===== src/rtl/decode_pipe.sv =====
// ---------------------------------------------------------------------------
// decode_pipe
//   Registered, handshaked instruction-decode stage of the SIMT core. Accepts
//   one instruction per cycle from fetch, decodes it into a control bundle,
//   applies per-lane predication and sequences the SYNC barrier wait and the
//   EXIT halt. Branch resolution lives in execute; this stage only emits
//   class flags.
//
//   Optional build macro: DECODE_PERF_EN adds three saturating 16-bit
//   performance counters (perf_issued, perf_masked, perf_sync_stall).
//
// Ports
//   clk, rst_n                  clock, asynchronous active-low reset
//   in_valid / in_ready         fetch handshake
//   instr                       instruction; op=[31:29], pred=[28], funct4=[13:10]
//   active_mask, pred_mask      live lanes, per-lane predicate register
//   flush                       execute redirect, kills held and incoming instr
//   sync_done                   barrier release pulse
//   out_valid / out_ready       execute handshake
//   alu_ctrl .. illegal         decoded control bundle
//   thread_mask                 lanes that execute this bundle
//   sync_req, halted            barrier arrival / EXIT retired
//
// Encoding
//   op:  000 R-type, 001 I-type, 010 M-type, 011 C-type, others illegal
//   ALU: 0 ADD, 1 SUB, 2 MUL, 3 DIV, 4 SLT, 5 SEQ, 6 MIN, 7 ABS
//        R/I-type funct4 values equal the ALU code they select.
//
// States
//   state        | meaning
//   ST_RUN       | normal issue
//   ST_SYNC_WAIT | SYNC issued, waiting for sync_done; no accepts
//   ST_HALT      | EXIT issued; stays here until reset
// ---------------------------------------------------------------------------
module decode_pipe #(
    parameter int DATA_WIDTH  = 32,
    parameter int NUM_THREADS = 8
) (
    input  logic                   clk,
    input  logic                   rst_n,
    input  logic                   in_valid,
    output logic                   in_ready,
    input  logic [DATA_WIDTH-1:0]  instr,
    input  logic [NUM_THREADS-1:0] active_mask,
    input  logic [NUM_THREADS-1:0] pred_mask,
    input  logic                   flush,
    input  logic                   sync_done,
    output logic                   out_valid,
    input  logic                   out_ready,
    output logic [3:0]             alu_ctrl,
    output logic                   alu_src,
    output logic [2:0]             imm_src,
    output logic                   reg_write,
    output logic                   mem_write,
    output logic                   result_src,
    output logic                   wd3_src,
    output logic                   is_jump,
    output logic                   is_branch,
    output logic                   is_call,
    output logic                   is_ret,
    output logic                   is_exit,
    output logic                   illegal,
    output logic [NUM_THREADS-1:0] thread_mask,
    output logic                   sync_req,
    output logic                   halted
`ifdef DECODE_PERF_EN
    ,
    output logic [15:0]            perf_issued,
    output logic [15:0]            perf_masked,
    output logic [15:0]            perf_sync_stall
`endif
);

    localparam logic [2:0] OP_R = 3'd0;
    localparam logic [2:0] OP_I = 3'd1;
    localparam logic [2:0] OP_M = 3'd2;
    localparam logic [2:0] OP_C = 3'd3;

    localparam logic [3:0] ALU_ADD = 4'd0;
    localparam logic [3:0] ALU_MUL = 4'd2;
    localparam logic [3:0] ALU_DIV = 4'd3;
    localparam logic [3:0] ALU_SEQ = 4'd5;

    typedef enum logic [1:0] {
        ST_RUN       = 2'd0,
        ST_SYNC_WAIT = 2'd1,
        ST_HALT      = 2'd2
    } state_t;

    typedef struct packed {
        logic [3:0]             alu_ctrl;
        logic                   alu_src;
        logic [2:0]             imm_src;
        logic                   reg_write;
        logic                   mem_write;
        logic                   result_src;
        logic                   wd3_src;
        logic                   is_jump;
        logic                   is_branch;
        logic                   is_call;
        logic                   is_ret;
        logic                   is_exit;
        logic                   illegal;
        logic [NUM_THREADS-1:0] thread_mask;
    } bundle_t;

    state_t  state_q, state_d;
    bundle_t bun_q, bun_d;
    logic    out_valid_q, out_valid_d;
    logic    accept;
    logic    sync_op, exit_op;

    logic [31:0] ins;
    logic [2:0]  op;
    logic [3:0]  f4;
    logic [2:0]  f3;
    logic        unused_ins;

    assign ins = instr[31:0];
    assign op  = ins[31:29];
    assign f4  = ins[13:10];
    assign f3  = ins[12:10];
    assign unused_ins = ^{ins[27:14], ins[9:0]};

    generate
        if (DATA_WIDTH > 32) begin : g_wide
            logic unused_hi;
            assign unused_hi = ^instr[DATA_WIDTH-1:32];
        end
    endgenerate

    // Decode
    always_comb begin
        bun_d   = '0;
        sync_op = 1'b0;
        exit_op = 1'b0;
        case (op)
            OP_R: begin
                bun_d.reg_write = 1'b1;
                bun_d.alu_ctrl  = f4[3] ? ALU_ADD : f4;
            end
            OP_I: begin
                bun_d.reg_write = 1'b1;
                bun_d.alu_src   = 1'b1;
                bun_d.alu_ctrl  = (f4 == ALU_MUL || f4 == ALU_DIV) ? f4 : ALU_ADD;
            end
            OP_M: begin
                case (f4)
                    4'd0: begin
                        bun_d.reg_write  = 1'b1;
                        bun_d.alu_src    = 1'b1;
                        bun_d.result_src = 1'b1;
                        bun_d.imm_src    = 3'b001;
                    end
                    4'd1: begin
                        bun_d.mem_write = 1'b1;
                        bun_d.imm_src   = 3'b010;
                    end
                    default: bun_d.illegal = 1'b1;
                endcase
            end
            OP_C: begin
                case (f3)
                    3'd0: begin
                        bun_d.is_jump   = 1'b1;
                        bun_d.reg_write = 1'b1;
                        bun_d.wd3_src   = 1'b1;
                        bun_d.alu_src   = 1'b1;
                        bun_d.imm_src   = 3'b011;
                    end
                    3'd1: begin
                        bun_d.is_branch = 1'b1;
                        bun_d.alu_ctrl  = ALU_SEQ;
                        bun_d.imm_src   = 3'b011;
                    end
                    3'd2: begin
                        bun_d.is_call   = 1'b1;
                        bun_d.reg_write = 1'b1;
                        bun_d.wd3_src   = 1'b1;
                        bun_d.imm_src   = 3'b100;
                    end
                    3'd3: begin
                        bun_d.is_ret  = 1'b1;
                        bun_d.alu_src = 1'b1;
                    end
                    3'd6: sync_op = 1'b1;
                    3'd7: begin
                        exit_op       = 1'b1;
                        bun_d.is_exit = 1'b1;
                    end
                    default: bun_d.illegal = 1'b1;
                endcase
            end
            default: bun_d.illegal = 1'b1;
        endcase

        bun_d.thread_mask = ins[28] ? (active_mask & pred_mask) : active_mask;
        // A bundle with no executing lane must not write anything.
        if (bun_d.thread_mask == '0) begin
            bun_d.reg_write = 1'b0;
            bun_d.mem_write = 1'b0;
        end
    end

    // Handshake
    assign in_ready = (state_q == ST_RUN) & ~flush & (~out_valid_q | out_ready);
    assign accept   = in_valid & in_ready;

    always_comb begin
        out_valid_d = out_valid_q;
        if (flush)
            out_valid_d = 1'b0;
        else if (accept)
            out_valid_d = 1'b1;
        else if (out_ready)
            out_valid_d = 1'b0;
    end

    // FSM next state
    always_comb begin
        state_d = state_q;
        case (state_q)
            ST_RUN: begin
                if (accept && sync_op)
                    state_d = ST_SYNC_WAIT;
                else if (accept && exit_op)
                    state_d = ST_HALT;
            end
            ST_SYNC_WAIT: begin
                if (sync_done || flush)
                    state_d = ST_RUN;
            end
            ST_HALT: state_d = ST_HALT;
            default: state_d = ST_RUN;
        endcase
    end

    always_ff @(posedge clk or negedge rst_n) begin
        if (!rst_n) begin
            state_q     <= ST_RUN;
            out_valid_q <= 1'b0;
            bun_q       <= '0;
        end else begin
            state_q     <= state_d;
            out_valid_q <= out_valid_d;
            if (accept)
                bun_q <= bun_d;
        end
    end

    assign out_valid   = out_valid_q;
    assign alu_ctrl    = bun_q.alu_ctrl;
    assign alu_src     = bun_q.alu_src;
    assign imm_src     = bun_q.imm_src;
    assign reg_write   = bun_q.reg_write;
    assign mem_write   = bun_q.mem_write;
    assign result_src  = bun_q.result_src;
    assign wd3_src     = bun_q.wd3_src;
    assign is_jump     = bun_q.is_jump;
    assign is_branch   = bun_q.is_branch;
    assign is_call     = bun_q.is_call;
    assign is_ret      = bun_q.is_ret;
    assign is_exit     = bun_q.is_exit;
    assign illegal     = bun_q.illegal;
    assign thread_mask = bun_q.thread_mask;
    assign sync_req    = (state_q == ST_SYNC_WAIT);
    assign halted      = (state_q == ST_HALT);

`ifdef DECODE_PERF_EN
    logic [15:0] perf_issued_q, perf_masked_q, perf_sync_stall_q;
    logic        masked_pred;

    assign masked_pred = accept & ins[28] & (bun_d.thread_mask == '0);

    always_ff @(posedge clk or negedge rst_n) begin
        if (!rst_n) begin
            perf_issued_q     <= '0;
            perf_masked_q     <= '0;
            perf_sync_stall_q <= '0;
        end else begin
            if (accept && perf_issued_q != 16'hFFFF)
                perf_issued_q <= perf_issued_q + 16'd1;
            if (masked_pred && perf_masked_q != 16'hFFFF)
                perf_masked_q <= perf_masked_q + 16'd1;
            if (state_q == ST_SYNC_WAIT && perf_sync_stall_q != 16'hFFFF)
                perf_sync_stall_q <= perf_sync_stall_q + 16'd1;
        end
    end

    assign perf_issued     = perf_issued_q;
    assign perf_masked     = perf_masked_q;
    assign perf_sync_stall = perf_sync_stall_q;
`endif

endmodule


===== config.mk =====
export PLATFORM = sky130hd
export DESIGN_NAME = decode_pipe
export DESIGN_NICKNAME = d
export VERILOG_FILES = /design/src/rtl/decode_pipe.sv
export SDC_FILE = /design/constraint.sdc
export NUM_CORES = 1
export LEC_CHECK = 0
export ABC_AREA = 1
export CAP_MARGIN = 10
export CORE_AREA = 8 8 72 68
export DETAILED_ROUTE_END_ITERATION = 12
export DIE_AREA = 0 0 80 76
export PLACE_DENSITY = 0.85
export REMOVE_ABC_BUFFERS = 1
export SYNTH_ARGS = -nofsm -noshare
export SYNTH_HDL_FRONTEND = slang
export SYNTH_SLANG_ARGS = --single-unit

===== constraint.sdc =====
create_clock -name clk -period 2.15 [get_ports clk]
set_clock_uncertainty 0.2 [all_clocks]
set_input_delay 0.215 -clock clk [delete_from_list [all_inputs] [get_ports clk]]
set_output_delay 0.215 -clock clk [all_outputs]
set_load 0.02 [all_outputs]

### After elaboration in Yosys (flattened, before gate mapping)

Cells that the tools add are included.

| cells by class | value |
|---|---|
| bitwise logic cells | 7 |
| muxes and demuxes | 35 |
| reduce and logical (&&, ||, !) cells | 17 |
| equality and inequality tests | 15 |

Operators with widths:

| cell | number |
|---|---|
| two-way mux 1 bit | 17 |
| == test 3 x 2 -> 1 bit, second input constant | 4 |
| one-hot mux 3 bit (2 select lines) | 2 |
| one-hot mux 4 bit (3 select lines) | 1 |
| two-way mux 2 bit | 5 |
| OR reduction 2 bit | 5 |
| one-hot mux 1 bit (3 select lines) | 3 |
| bitwise AND 8 bit | 1 |
| == test 4 x 2 -> 1 bit, second input constant | 2 |
| zero test 8 bit | 1 |
| two-way mux 8 bit | 1 |
| == test 3 x 1 -> 1 bit, second input constant | 2 |
| == test 3 bit, second input constant | 2 |
| zero test 3 bit | 2 |
| two-way mux 3 bit | 2 |
| two-way mux 6 bit | 1 |
| one-hot mux 2 bit (3 select lines) | 1 |
| OR reduction 6 bit | 1 |
| == test 4 x 1 -> 1 bit, second input constant | 1 |
| zero test 4 bit | 1 |
| two-way mux 4 bit | 1 |
| one-hot mux 2 bit (2 select lines) | 1 |
| bitwise AND 1 bit | 3 |
| inequality test 3 x 1 -> 1 bit, second input constant | 1 |
| 10 further kinds | 13 |

| word-level totals | value |
|---|---|
| bits in registers | 29 |
| output and inout port bits | 30 |
| input port bits | 54 |
| word-level logic and storage cells | 90 |

### Longest topological paths before layout

Gate-level depths: netlist of the first run.

| depth | value |
|---|---|
| depth in word-level cells | 8 |
| mapped depth | 9 |
| depth with buffers taken out | 8 |

### Worst setup path before layout of the first run

OpenSTA, ideal clock, no wires.

| timing | value |
|---|---|
| kind | register to register |
| start point | register out_valid_q, in the netlist out_valid |
| end point | register bun_q, in the netlist thread_mask[0] |
| arrival time | 1.184 ns |
| cell stages (with the launch flop) | 8 |
| path slack | 0.636 ns |
| library setup time | 0.131 ns |
| data required time | 1.819 ns |
| period minus slack after synthesis | 1.514 ns |
| buffers on the path | 1 |
| cell sequence | dfrtp_1 nand2_1 inv_1 nor2_4 nand2_2 buf_2 nand2_1 o21ai_0 |

| between the ends | value |
|---|---|
| word-level cells in the longest chain between the ends | 4 |

RTL lines:

| element | RTL line | RTL |
|---|---|---|
| start: declaration | 109 | `logic out_valid_q, out_valid_d;` |
| start signal: assignment | 245 | `out_valid_q <= out_valid_d;` |
| inverter 1 bit | 206 | `assign in_ready = (state_q == ST_RUN) & ~flush & (~out_valid_q \| out_ready);` |
| bitwise OR 1 bit | 206 |  |
| bitwise AND 1 bit | 206 |  |
| via in_ready | 42 | `output logic in_ready,` |
| bitwise AND 1 bit | 207 | `assign accept = in_valid & in_ready;` |
| end signal: assignment | 247 | `bun_q <= bun_d;` |
| end: declaration | 108 | `bundle_t bun_q, bun_d;` |

The timed path passes the listed nets, and every way through them passes these cells.
A chain may end at the register's enable or synchronous reset.

### Worst setup path in the final report of the first run

| timing | value |
|---|---|
| start point | register state_q[0] |
| end point | output sync_req |

| between the ends | value |
|---|---|
| word-level cells in the longest chain between the ends | 1 |

RTL lines:

| element | RTL line | RTL |
|---|---|---|
| start: declaration | 107 | `state_t state_q, state_d;` |
| start signal: assignment | 244 | `state_q <= state_d;` |
| == test 2 x 1 -> 1 bit | 266 | `assign sync_req = (state_q == ST_SYNC_WAIT);` |
| end: declaration | 64 | `output logic sync_req,` |

No other way between the ends.

==> results.md, run 1 <==
Outcome:
- The flow ran to the end, and the final reports show no timing, DRC or antenna violations.

Worst setup path:
- The setup slack of the most critical reg-to-reg path is 590 ps.
- The type of the setup path with the least slack is flop to output port.
- The critical path goes through inv_1 > nor2_1 > clkdlybuf4s50_1.
- The start point of the critical path is state_q[0].
- STA classifies the critical path endpoint as an output port.
- The destination of the worst register-to-register timing path is state_q[1].
- For this run, the slowest stage of the critical path takes ~630 ps.
- At the worst endpoint, the arrival time is 1480 ps.
- Data on the critical path is required at its endpoint by 1740 ps.
- The worst reg2reg path depth is 7.
- The reg-to-reg startpoint is state_q[1].
- The standard cell with the maximum stage delay on the critical path is sky130_fd_sc_hd__clkdlybuf4s50_1.
- The endpoint of the most critical setup path is sync_req.
- The sort of element at the start of the critical path is a flop.
- The top fanout value on the critical path is 3.

CTS:
- The sink count of the clock tree is 29.
- The number of buffers inserted by post-CTS setup repair is 0.
- After clock tree synthesis, the clock-pin slew on the worst setup and hold paths is 60 ps.
- TritonCTS built the clock tree.
- The later-pin clock latency in the skew report is ~280 ps.
- CTS placed an instance of sky130_fd_sc_hd__clkbuf_8 at the clock tree root.
- In this run, CTS created clock tree buffers numbering 5.
- Hold repair after CTS inserted 0 buffers.
- The count of H-tree levels built during CTS is 2.
- The clock passes through at most 2 buffers.
- The number of gates resized after CTS is 0.

Global route:
- Entering global routing, the biggest net connects 30 pins.
- Global routing consumed, on the met1 layer, approximately 16% of the routing resources.
- In the global route stage, overall resource usage came out at between 10% and 20%.
- The global-route wire length before repair is 6440 um.
- For this run, global-route usage on met2 was measured as 19.8%.
- The routing usage on met3 is slightly above 7%.
- The via count of the first global-routing pass was 1381.
- The aggregate global routing overflow is 0.
- The layer with the highest usage after global routing is met2.
- The initial antenna violation count is 0.

Layout:
- The share of layout cells above drive strength 1 is 5.67%.
- The number of nets in the final layout is 300.
- The final standard cell count with taps included and fillers excluded is 295.
- The number of antenna diodes in the final layout is 0.
- The post-route cell area is 0.00214 sq mm.
- The area growth from synthesis to layout is 50.6%.

STA:
- The final-report setup violation count is 0.
- The final-layout worst hold slack is 130 ps.
- The highest clock frequency the design can meet is 0.528 GHz.
- The routed design could run at a clock period as short as between 1500 and 2000 ps.
- Setup total negative slack on the finished layout was measured at 0 ps.
- Setup repair after global routing left no endpoint under its margin.
- At the pin with the least slew margin, the transition time is 369 ps.
- The final-report hold violation count is 0.
- The final period utilization is 88.1%.
- The worst pin sits at a relative slew slack of 75.4%.
- The count of final max-slew check failures is 0.

Floorplanning:
- The die extent in y is 76 um.
- Measured along the x axis, the die boundary spans 80 um.
- The I/O pin total is 84.
- The placement row count is 22.
- The die covers 0.00608 sq mm.
- Once the floorplan was initialized, standard cells occupied 37.5% of the core.
- The standard cell core area is 0.00380 sq mm.

Power:
- The net switching component of the power is 468 uW.
- The fraction of power spent switching nets is 30.6%.
- The static leakage power is 1.03 nW.
- The combinational group share of total power is a little under a third.
- The power density normalized to cell area is roughly 700 mW/mm^2.
- The internal power component is 1.06 mW.
- The worst voltage drop across the vdd grid is 0.000328 V.
- Per report_power, the clock group accounts for 27.3% of the total.
- The part of the total power dissipated in sequential elements is 42.2%.
- The overall power after layout is 1.53 mW.

Placement:
- The total cell area at the placement stage is just over 0.002 sq mm.
- The number of cells after detailed placement is 287.
- The placer's final routability congestion estimate is about 0.87.
- Once detailed placement completed, the half-perimeter wirelength came to 2980 um.
- The count of buffers added on input and output ports is 59.

Synthesis:
- Summed over its instances, the top area cell type makes up 51.0% of the synthesized netlist area.
- The dominant cell type by area after synthesis is sky130_fd_sc_hd__dfrtp_1.
- Yosys attributes the largest share of cell area to sky130_fd_sc_hd__dfrtp_1 (51%), sky130_fd_sc_hd__nand2_1 (15%), sky130_fd_sc_hd__nand3_1 (5.6%), sky130_fd_sc_hd__inv_1 (4.7%), sky130_fd_sc_hd__o21ai_0 (4.2%).
- The netlist uses 20 different library cells.
- The register bit count reported by yosys is 29.
- The total of warnings raised by yosys is 0.
- The average size of a mapped cell is 7.77 sq um.
- The cell count after synthesis is 183.
- The share of synthesized area occupied by flip-flops and latches is between 50% and 60%.
- The cell area that synthesis handed to floorplanning was between 0.001 and 0.0015 sq mm.

Min path:
- The worst hold-check path type is input port to asynchronous set/reset pin.

Detailed routing:
- In this run, the number of DRC markers left after iteration 0 of detailed routing was 49.
- The first detailed-routing pass ran for 4 iterations.
- In this run the remaining antenna-violating nets after routing total 0.
- In the routed layout, each cell is associated on average with a via count of 4.78.
- After detailed routing, the total wire length is 3800 um.
- The routed wire length per instance is 12.9 um.
- The routed layout has between 1k and 1.5k vias.
- The number of remaining DRC errors is 0.

Run:
- Across the run, the number of max-cap violations was 0.
## Yosys cell counts
cell / instances
sky130_fd_sc_hd__nand2_1: 58
sky130_fd_sc_hd__dfrtp_1: 29
sky130_fd_sc_hd__inv_1: 18
sky130_fd_sc_hd__nand3_1: 16
sky130_fd_sc_hd__nor2_1: 16
sky130_fd_sc_hd__o21ai_0: 12
sky130_fd_sc_hd__o21ai_1: 12
sky130_fd_sc_hd__buf_2: 5
sky130_fd_sc_hd__a21oi_1: 3
sky130_fd_sc_hd__nor2_4: 3
sky130_fd_sc_hd__nor3_1: 2
sky130_fd_sc_hd__a31oi_1: 1
sky130_fd_sc_hd__buf_4: 1
sky130_fd_sc_hd__buf_6: 1
sky130_fd_sc_hd__nand2_2: 1
sky130_fd_sc_hd__nand4_1: 1
sky130_fd_sc_hd__nor2_2: 1
sky130_fd_sc_hd__o2111ai_1: 1
sky130_fd_sc_hd__o211ai_1: 1
sky130_fd_sc_hd__o31ai_1: 1
## critical path: cells and delay by family, from the launching register on
family	cells	cell delay, ps
AND/OR/NAND/NOR	1	130
flip-flops	1	380
buffers and inverters	2	690
## cells in the final DEF, fill, tap and decap left out
master                            synthesis  final
sky130_fd_sc_hd__dlymetal6s2s_1           0      1
sky130_fd_sc_hd__o21ai_1                 12     12
sky130_fd_sc_hd__o31ai_1                  1      1
sky130_fd_sc_hd__nand2_1                 58     58
sky130_fd_sc_hd__o2111ai_1                1      1
sky130_fd_sc_hd__a21oi_1                  3      3
sky130_fd_sc_hd__clkbuf_1                 0      3
sky130_fd_sc_hd__clkbuf_8                 0      5
sky130_fd_sc_hd__dfrtp_1                 29     29
sky130_fd_sc_hd__o211ai_1                 1      1
sky130_fd_sc_hd__o21ai_0                 12     12
sky130_fd_sc_hd__a31oi_1                  1      1
sky130_fd_sc_hd__nor2_2                   1      1
sky130_fd_sc_hd__buf_4                    1      4
sky130_fd_sc_hd__inv_1                   18     18
sky130_fd_sc_hd__nor3_1                   2      2
sky130_fd_sc_hd__nor2_4                   3      3
sky130_fd_sc_hd__nor2_1                  16     16
sky130_fd_sc_hd__clkdlybuf4s50_1          0     58
sky130_fd_sc_hd__nand3_1                 16     16
sky130_fd_sc_hd__nand4_1                  1      1
sky130_fd_sc_hd__nand2_2                  1      1
## worst min-delay path by stage
stage                       start             end  cells past startpoint
after CTS                   rst_n  thread_mask[5]                      2
after global placement    is_exit         is_exit                      2
final                       rst_n  thread_mask[7]                      2
after floorplan             rst_n     alu_ctrl[0]                      0
after global routing        rst_n      state_q[1]                      2
after detailed placement  is_exit         is_exit                      2
## metrics by stage
step | setup slack (ps) | utilization [%]
after global placement | 128 | 54.2
after detailed placement | 107 | 54.2
after floorplan | 416 | -
after CTS | 48.9 | 56.3
final | 257 | 56.4
after global routing | 177 | 56.4
## metal layers
metal / share of wire, % / up-vias
li1: - / 715
met1: 45 / 635
met2: 45 / 59
met3: 10 / 2
met4: 0.18 / 0
met5: 0 / -
## flip-flops by register name, indices dropped and copies added, names as in the netlist, 2 cells and up
name / count
state_q: 2
alu_ctrl: 4
imm_src: 3
thread_mask: 8
## kinds of logic after synthesis
| kind of cell | after synthesis | share of synthesized area, % |
|---|---|---|
| simple gates | 98 | 29.6 |
| compound gates | 31 | 11.6 |
| flops | 29 | 51.0 |
| buf+inv | 25 | 7.83 |
## cell type report
type | count | area (sq um)
multi-input combinational | 129 | 586
tap | 48 | 60.1
clock buffer | 8 | 80.1
fill | 383 | 1660
inverter | 18 | 67.6
timing repair buffer | 63 | 623
sequential | 29 | 726
## power groups by stage
stage	clock network (mW)	registers, mW	logic (mW)
2_1_floorplan	0	0.733	0.140
3_3_place_gp	0	0.654	0.465
3_5_place_dp	0	0.657	0.473
4_1_cts	0.436	0.647	0.475
5_1_grt	0.463	0.655	0.511
6_report	0.417	0.646	0.467
No activity file was read; power rests on OpenSTA's default activity.
==> run 2: changes to the inputs <==
ABC_CLOCK_PERIOD_IN_PS = 2150   (was unset)
==> results of run 2 <==
Same layout as run 1: the final DEF is identical, and so are final timing and power.
==> run 3: changes to the inputs <==
CTS_CLUSTER_SIZE = 25   (was unset)
==> results of run 3 <==
Same layout as run 1: the final DEF is identical, and so are final timing and power.
